**src/rtl/alu_exec_unit.sv**
```systemverilog
// alu_exec_unit: handshaked execute-stage ALU; shifts iterate one bit per cycle
// unless ALU_EXEC_FAST_SHIFT_EN selects a single-cycle barrel shifter.
module alu_exec_unit #(
    parameter int XLEN = 32,
    localparam int SHW = $clog2(XLEN)
) (
    input  logic            clk,
    input  logic            reset,
    input  logic            IN_VALID,
    output logic            IN_READY,
    input  logic [2:0]      ALU_CONTROL,
    input  logic [XLEN-1:0] SRC_A,
    input  logic [XLEN-1:0] SRC_B,
    output logic            OUT_VALID,
    input  logic            OUT_READY,
    output logic [XLEN-1:0] RESULT,
    output logic            ZERO
);
    localparam logic [2:0] ALU_ADD = 3'd0;
    localparam logic [2:0] ALU_SUB = 3'd1;
    localparam logic [2:0] ALU_AND = 3'd2;
    localparam logic [2:0] ALU_OR  = 3'd3;
    localparam logic [2:0] ALU_XOR = 3'd4;
    localparam logic [2:0] ALU_SLL = 3'd5;
    localparam logic [2:0] ALU_SRL = 3'd6;
    localparam logic [2:0] ALU_SRA = 3'd7;
`ifdef ALU_EXEC_FAST_SHIFT_EN
    typedef enum logic {IDLE, DONE} state_t;
`else
    typedef enum logic [1:0] {IDLE, SHIFT, DONE} state_t;
`endif
    state_t state, nxt;
    logic [XLEN-1:0] acc, res_c;
    logic [SHW-1:0] amt;
    logic zero_q, accept;
    assign amt = SRC_B[SHW-1:0];
    assign accept = IN_VALID && state == IDLE;
    assign RESULT = acc;
    assign ZERO = zero_q;
    always_comb begin
        case (ALU_CONTROL)
            ALU_SUB: res_c = SRC_A + ~SRC_B + XLEN'(1);
            ALU_AND: res_c = SRC_A & SRC_B;
            ALU_OR:  res_c = SRC_A | SRC_B;
            ALU_XOR: res_c = SRC_A ^ SRC_B;
`ifdef ALU_EXEC_FAST_SHIFT_EN
            ALU_SLL: res_c = SRC_A << amt;
            ALU_SRL: res_c = SRC_A >> amt;
            ALU_SRA: res_c = XLEN'($signed(SRC_A) >>> amt);
`else
            // shift source is loaded as-is and stepped in SHIFT
            ALU_SLL, ALU_SRL, ALU_SRA: res_c = SRC_A;
`endif
            default: res_c = SRC_A + SRC_B;
        endcase
    end
`ifndef ALU_EXEC_FAST_SHIFT_EN
    logic [2:0] op;
    logic [SHW-1:0] cnt;
    logic [XLEN-1:0] step_c;
    logic is_shift;
    assign is_shift = ALU_CONTROL == ALU_SLL || ALU_CONTROL == ALU_SRL || ALU_CONTROL == ALU_SRA;
    assign step_c = op == ALU_SLL ? {acc[XLEN-2:0], 1'b0} : {op == ALU_SRA && acc[XLEN-1], acc[XLEN-1:1]};
`endif
    always_ff @(posedge clk or posedge reset) begin
        if (reset)
            state <= IDLE;
        else
            state <= nxt;
    end
    always_comb begin
        nxt = state;
        case (state)
            IDLE: begin
`ifdef ALU_EXEC_FAST_SHIFT_EN
                if (IN_VALID) nxt = DONE;
`else
                if (IN_VALID) nxt = (is_shift && amt != '0) ? SHIFT : DONE;
            end
            SHIFT: begin
                if (cnt == SHW'(1)) nxt = DONE;
`endif
            end
            DONE: begin
                if (OUT_READY) nxt = IDLE;
            end
            default: nxt = IDLE;
        endcase
    end
    always_comb begin
        IN_READY = state == IDLE;
        OUT_VALID = state == DONE;
    end
    always_ff @(posedge clk or posedge reset) begin
        if (reset) begin
            acc <= '0;
            zero_q <= 1'b1;
`ifndef ALU_EXEC_FAST_SHIFT_EN
            op <= ALU_ADD;
            cnt <= '0;
`endif
        end else if (accept) begin
            acc <= res_c;
            // ZERO only tracks final values, so skip it when a shift is pending
            if (nxt == DONE) zero_q <= res_c == '0;
`ifndef ALU_EXEC_FAST_SHIFT_EN
            op <= ALU_CONTROL;
            cnt <= is_shift ? amt : '0;
        end else if (state == SHIFT) begin
            acc <= step_c;
            cnt <= cnt - SHW'(1);
            if (cnt == SHW'(1)) zero_q <= step_c == '0;
`endif
        end
    end
endmodule

```
**config.mk**
```make
export PLATFORM = sky130hd
export DESIGN_NAME = alu_exec_unit
export DESIGN_NICKNAME = d
export VERILOG_FILES = /design/src/rtl/alu_exec_unit.sv
export SDC_FILE = /design/constraint.sdc
export NUM_CORES = 1
export LEC_CHECK = 0
export ABC_CLOCK_PERIOD_IN_PS = 3000
export CORE_MARGIN = 2
export CORE_UTILIZATION = 51
export CTS_CLUSTER_SIZE = 16
export DETAILED_ROUTE_END_ITERATION = 16
export MAX_ROUTING_LAYER = met4
export PLACE_DENSITY = 0.79
export SLEW_MARGIN = 20
export SYNTH_ARGS = -nofsm -noshare
export SYNTH_HDL_FRONTEND = slang
export SYNTH_SLANG_ARGS = --single-unit
```
**constraint.sdc**
```tcl
create_clock -name clk -period 3 [get_ports clk]
set_input_delay 0.75 -clock clk [delete_from_list [all_inputs] [get_ports clk]]
set_output_delay 0.75 -clock clk [all_outputs]
set_load 0.05 [all_outputs]
```
==> results of run 1 <==
## cells by family after synthesis
logic type	after synthesis	synth area share, %
AOI/OAI and AO/OA	432	36.63
muxes	35	4.203
adders and majority gates	99	14.99
DFF	43	12.88
xor gates and xnor gates	12	1.256
and+or+nand+nor	361	21.25
buffers and inverters	181	8.795
## per-stage QoR
stage,setup WS [ns],hold WS (ns),cell area (um^2)
after floorplan,-0.5813,0.4708,8631
after global placement,-1.659,0.4894,12770
after detailed placement,-1.793,0.5141,12770
after CTS,-0.8099,0.5411,14620
## per-layer routing
metal	track usage (%)	GRT overflow
met1	83.49	12
met2	106.0	348
met3	69.43	11
met4	93.18	118
met5	-	-
## what timing repair did
| item | 4_1_cts |
|---|---|
| gates resized for setup | 428 |
| buffers inserted | 72 |
| gates cloned | 1 |
| setup endpoints to repair | 28 |
| hold buffers | 0 |
| pin swaps | 150 |
==> impl_results.md, run 1 <==
* Status: aborted with a tool error
* Last stage: global routing
* Log Error: [ERROR GRT-0232] Routing congestion too high. Check the congestion heatmap in the GUI.
* Die Y at roughly 130 um
* Post-Syn Area per Cell at between 7 and 8 um^2
* Post-Syn Area at 0.008366 mm^2
* Die Wd at 132.1 um
* Mapped Nets at ~1.3k
* Cts bufs inserted at 5
* Placed Cells at between 1.5k and 2k
* EDFF count, synth at 0
* Rows at 46
* Register area share after synthesis at roughly an eighth
* GRT Total Usage at between 80% and 90%
* Largest net degree at the start of global routing at 44
* Async S/R FF share, synth at 100.0%
* Count of cell types in the netlist at 88
* Hpwl dp at just over 30000 um
* Overflow after GRT at just under 500
* H-tree depth at 2
* Clk sinks at 43
* Grt repair worst endpoint: RESULT[31]$_DFFE_PP0P_/D
* Final RePlAce weighted congestion at ~1.0
* Starting Density at a little over half
* YS warnings at 0
* Top cell type's share of synthesized area at approximately 15%
* CTS Root Cell: clkbuf_16
* Worst ep type: register data pin
* Area leader, netlist: ha_1
* I/O pin total at roughly 110
* Synth Register Bits at 43
* Post-Syn Instances at 1163
* Count leader, synth: nor2_1
* Top post-synthesis cells by count: nor2_1 (108), inv_1 (102), nand2_1 (99)
* Synth area leaders: ha_1 (15%), dfrtp_1 (13%), a21oi_1 (5.7%)
* Port-buffer cells at ~110
* Post-synth top flop: dfrtp_1
* Clock Tree Buf Depth at 2
==> inputs of run 2 (changes only) <==
--- a/config.mk
+++ b/config.mk
@@ -7,11 +7,9 @@
 export LEC_CHECK = 0
 export ABC_CLOCK_PERIOD_IN_PS = 3000
 export CORE_MARGIN = 2
-export CORE_UTILIZATION = 51
-export CTS_CLUSTER_SIZE = 16
+export CORE_UTILIZATION = 36
 export DETAILED_ROUTE_END_ITERATION = 16
-export MAX_ROUTING_LAYER = met4
-export PLACE_DENSITY = 0.79
+export PLACE_DENSITY_LB_ADDON = 0.15
 export SLEW_MARGIN = 20
 export SYNTH_ARGS = -nofsm -noshare
 export SYNTH_HDL_FRONTEND = slang
==> impl_results.md, run 2 <==
* Status: complete, but fails checks
* Failing checks: setup timing
* Clock Tree Buf Depth at 2 (unchanged)
* Wire per inst at 20.02 um
* Worst Skew at between 0.01 and 0.015 ns
* Hpwl dp at 30050 um (-1.7%)
* Critical path class: in2reg
* EDFF count, synth at 0 (unchanged)
* Port-buffer cells at 105 (unchanged)
* DRT Pass-1 Iters at 5
* Vias in the first global route at around 11k
* Count of cell types in the netlist at 88 (unchanged)
* Maximum clock rate at approximately 0.26 GHz
* WL met1 at 17170 um
* Worst skew pair latency at roughly 0.28 ns
* Layout Nets at roughly 1.9k
* Post-Syn Area at 0.008366 mm^2 (unchanged)
* Switching Share at around half
* Post-synth top flop: dfrtp_1
* Area grow syn2layout at 80.30%
* CP required at approximately 3.2 ns
* Max-slew headroom at around half
* Top post-synthesis cells by count: nor2_1 (108), inv_1 (102), nand2_1 (99)
* Cts bufs inserted at 5 (unchanged)
* Slew Limit Fails at 0
* Post-Syn Instances at 1163 (unchanged)
* Fin crit share at 129.2%
* Leading cell type in the layout, fill and taps excluded: buf_4
* Initial antenna violation count at 0
* Worst-Margin Slew at about 0.71 ns
* Rows at 55 (+20%)
* Gate power share at ~75%
* CTS Root Cell: clkbuf_16
* Hold buffers post-CTS at 0 (unchanged)
* Top cell type's share of synthesized area at 14.51% (unchanged)
* Drt total wl at just under 40000 um
* CTS tree: yes
* Area leader, netlist: ha_1
* Hold Vio Cnt, Final at 0
* Final worst slack at -0.8760 ns
* IR drop worst, VDD at between 0.5 and 0.6 mV
* Worst Setup End Kind: flop
* Vias per cell at just under 6
* Switch Pwr at approximately 0.0035 W
* RSZ-0062 raised after global routing: true
* Most frequent cells in the layout: buf_4 (439), nand2_1 (97), nor2_1 (96)
* Crit-path max FO at 2
* Core area at 0.02271 mm^2
* Async S/R FF share, synth at 100.0% (unchanged)
* Internal power at ~0.0034 W
* Pre-CTS setup slack at -1.708 ns (+0.08450 ns)
* Synth area leaders: ha_1 (15%), dfrtp_1 (13%), a21oi_1 (5.7%)
* Metal2 WL at ~18000 um
* Max Cap Viol at 0
* Global-route wire length before repair at just over 60000 um
* Post-route ant nets at 0
* Mapped Nets at 1333 (unchanged)
* Tot Pwr at between 0.006 and 0.007 W
* Final setup vio count at 17
* Register area share after synthesis at 12.88% (unchanged)
* Leak Pwr at between 6 and 7 nW
* Largest net degree at the start of global routing at 44
* Die Wd at 156.4 um (+18%)
* Sequential Power Share at between 10% and 20%
* Count leader, synth: nor2_1
* Via count at roughly 12k
* ANT cells at 0
* Overflow after GRT at 0
* Final RePlAce weighted congestion at 0.9803 (-6.3%)
* Layout cells sized above 1 at a little under half
* Clk sinks at 43 (unchanged)
* Synth Register Bits at 43 (unchanged)
* GRT Total Usage at about a third
* Post-layout min period at about 3.9 ns
* Critical path arrival at slightly above 4 ns
* Post-Syn Area per Cell at 7.193 um^2 (unchanged)
* Die Y at 156.4 um (+18%)
* DRC viols at 0
* YS warnings at 0 (unchanged)
* Clock Power Share at approximately 7.5%
* Top sig layer: met4
* Starting Density at 36.84% (-16 points)
* I/O pin total at 106 (unchanged)
* Pwr dens at between 400 and 500 mW/mm^2
* Worst min-delay path category: reg2reg
* Reg clk slew, reported paths at approximately 0.070 ns
* H-tree depth at 2 (unchanged)
* Largest register FFs at 32
* Final core utilization at between 60% and 70%
* Worst setup SP type: input pin
* Die Area at about 0.024 mm^2
* 1st-iter DRT viols at ~950
* Met3 Routed Length at around 2700 um
-- run 2: power groups by stage --
stage / Combinational [W] / Sequential, W / Clock, W
after floorplan: 0.00196 / 0.00181 / 0
after CTS: 0.00499 / 0.00121 / 0.000529
after global routing: 0.00553 / 0.00125 / 0.000566
after global placement: 0.00444 / 0.00121 / 0
after detailed placement: 0.00449 / 0.00121 / 0
final: 0.00520 / 0.00122 / 0.000524
-- run 2: kinds of logic after synthesis --
kind of cell	count (synthesis)	synth area share (%)
compound gates	432	36.63
xor+xnor	12	1.256
fa+ha+maj	99	14.99
buf+inv	181	8.795
flops	43	12.88
mux	35	4.203
simple gates	361	21.25
-- run 2: per-layer routing --
| metal | vias to the layer above | track usage (%) |
|---|---|---|
| li1 | 5408 | - |
| met2 | 521 | 51.98 |
| met4 | 0 | 12.41 |
| met1 | 5532 | 41.93 |
| met5 | - | 0 |
| met3 | 130 | 3.849 |
-- run 2: final timing paths --
path                       slack (ns)  cells past startpoint  startpoint        end
max                             -0.88                     19    SRC_A[0]       ZERO
min                              0.51                      2       op[2]      op[2]
min in group asynchronous        0.92                      3       reset     cnt[2]
min reg2reg                      0.51                      2       op[2]      op[2]
max reg2reg                     -0.11                     13      cnt[1]       ZERO
max in group asynchronous        1.70                      3       reset  RESULT[8]
-- run 2: metrics by stage --
step,cells,hold slack [ns],TNS (ns),cell area [um^2]
finish,1976,0.5138,-6.049,15080
global route,1976,0.5600,-7.470,15080
CTS,1964,0.5131,-4.301,14690
detailed placement,1894,0.4992,-27.21,12810
global placement,1894,0.4876,-27.10,12800
floorplan,1163,0.4708,-1.505,8631
-- run 2: repair_timing --
| item | CTS | global route |
|---|---|---|
| resized for setup | 455 | 65 |
| pin swaps | 149 | 62 |
| endpoints found under the hold margin | 0 | 0 |
| setup buffers | 75 | 16 |
| setup endpoints to repair | 28 | 23 |
-- run 2: worst max-delay path, cell delays in order --
cell       delay, ns
buf_8           0.10
buf_6           0.12
inv_12          0.04
ha_4            0.13
inv_2           0.04
fa_2            0.39
nand2b_4        0.11
buf_6           0.11
a21oi_4         0.04
o211ai_1        0.18
or4b_4          0.52
nor4_4          0.17
nand4bb_1       0.12
nor4_1          0.23
buf_4           0.16
nand4_1         0.15
nor4b_4         0.33
nand4_1         0.15
o41ai_2         0.21
-- run 2: final cells by class --
| class | instances | area (um^2) |
|---|---|---|
| clock buffer | 6 | 128.9 |
| sequential | 43 | 1077 |
| tap | 285 | 356.6 |
| multi-input combinational | 939 | 8165 |
| timing repair buffer | 595 | 4907 |
| inverter | 106 | 435.4 |
| clock inverter | 2 | 12.51 |
| fill | 1945 | 7626 |
No activity file was read; power rests on OpenSTA's default activity.
==> inputs of run 3 (changes only) <==
--- a/config.mk
+++ b/config.mk
@@ -7,7 +7,7 @@
 export LEC_CHECK = 0
 export ABC_CLOCK_PERIOD_IN_PS = 3000
 export CORE_MARGIN = 2
-export CORE_UTILIZATION = 36
+export CORE_UTILIZATION = 58
 export DETAILED_ROUTE_END_ITERATION = 16
 export PLACE_DENSITY_LB_ADDON = 0.15
 export SLEW_MARGIN = 20
==> impl_results.md, run 3 <==
* Status: aborted with a tool error
* Last stage: clock tree synthesis
* Log Error: [ERROR DPL-0038] Utilization greater than 100%, impossible to legalize
* Top cell type's share of synthesized area at 14.51% (unchanged)
* Synth area leaders: ha_1 (15%), dfrtp_1 (13%), a21oi_1 (5.7%)
* Synth Register Bits at 43 (unchanged)
* YS warnings at 0 (unchanged)
* CTS Root Cell: clkbuf_16
* Rows at 43 (-22%)
* Area leader, netlist: ha_1
* Post-cts sizing count at 451 (-0.88%)
* Register area share after synthesis at 12.88% (unchanged)
* Post-Syn Area per Cell at 7.193 um^2 (unchanged)
* Async S/R FF share, synth at 100.0% (unchanged)
* Count leader, synth: nor2_1
* Post-synth top flop: dfrtp_1
* Clock Tree Buf Depth at 2 (unchanged)
* Hold buffers post-CTS at 0 (unchanged)
* EDFF count, synth at 0 (unchanged)
* I/O pin total at 106 (unchanged)
* H-tree depth at 2 (unchanged)
* Die Wd at 124.1 um (-21%)
* Count of cell types in the netlist at 88 (unchanged)
* Final RePlAce weighted congestion at 1.078 (+9.9%)
* Mapped Nets at 1333 (unchanged)
* Dpl cell area at 0.01253 mm^2 (-2.2%)
* Clk sinks at 43 (unchanged)
* Top post-synthesis cells by count: nor2_1 (108), inv_1 (102), nand2_1 (99)
* Die Y at 124.1 um (-21%)
* Cts bufs inserted at 5 (unchanged)
* Post-Syn Area at 0.008366 mm^2 (unchanged)
* Post-CTS setup buffers at 70 (-6.7%)
* Starting Density at 59.80% (+23 points)
* Port-buffer cells at 105 (unchanged)
* Hpwl dp at 31050 um (+3.4%)
* Post-Syn Instances at 1163 (unchanged)
[run 3: cell counts after synthesis]
No cell type changed its count.
[run 3: logic make-up after synthesis]
family,after synthesis,share of synthesized area (%)
AO/OA/AOI/OAI,432,36.63
multiplexers,35,4.203
flip-flops,43,12.88
AND/OR/NAND/NOR,361,21.25
adder cells (fa/ha/maj),99,14.99
XOR/XNOR,12,1.256
buffers and inverters,181,8.795
[run 3: through the flow]
step,util (%),instances,hold WS (ns),worst slack (ns)
floorplan,-,1163,0.4708,-0.5813
global placement,89.59,1768,0.4866,-1.552
detailed placement,89.59,1768,0.5088,-1.799
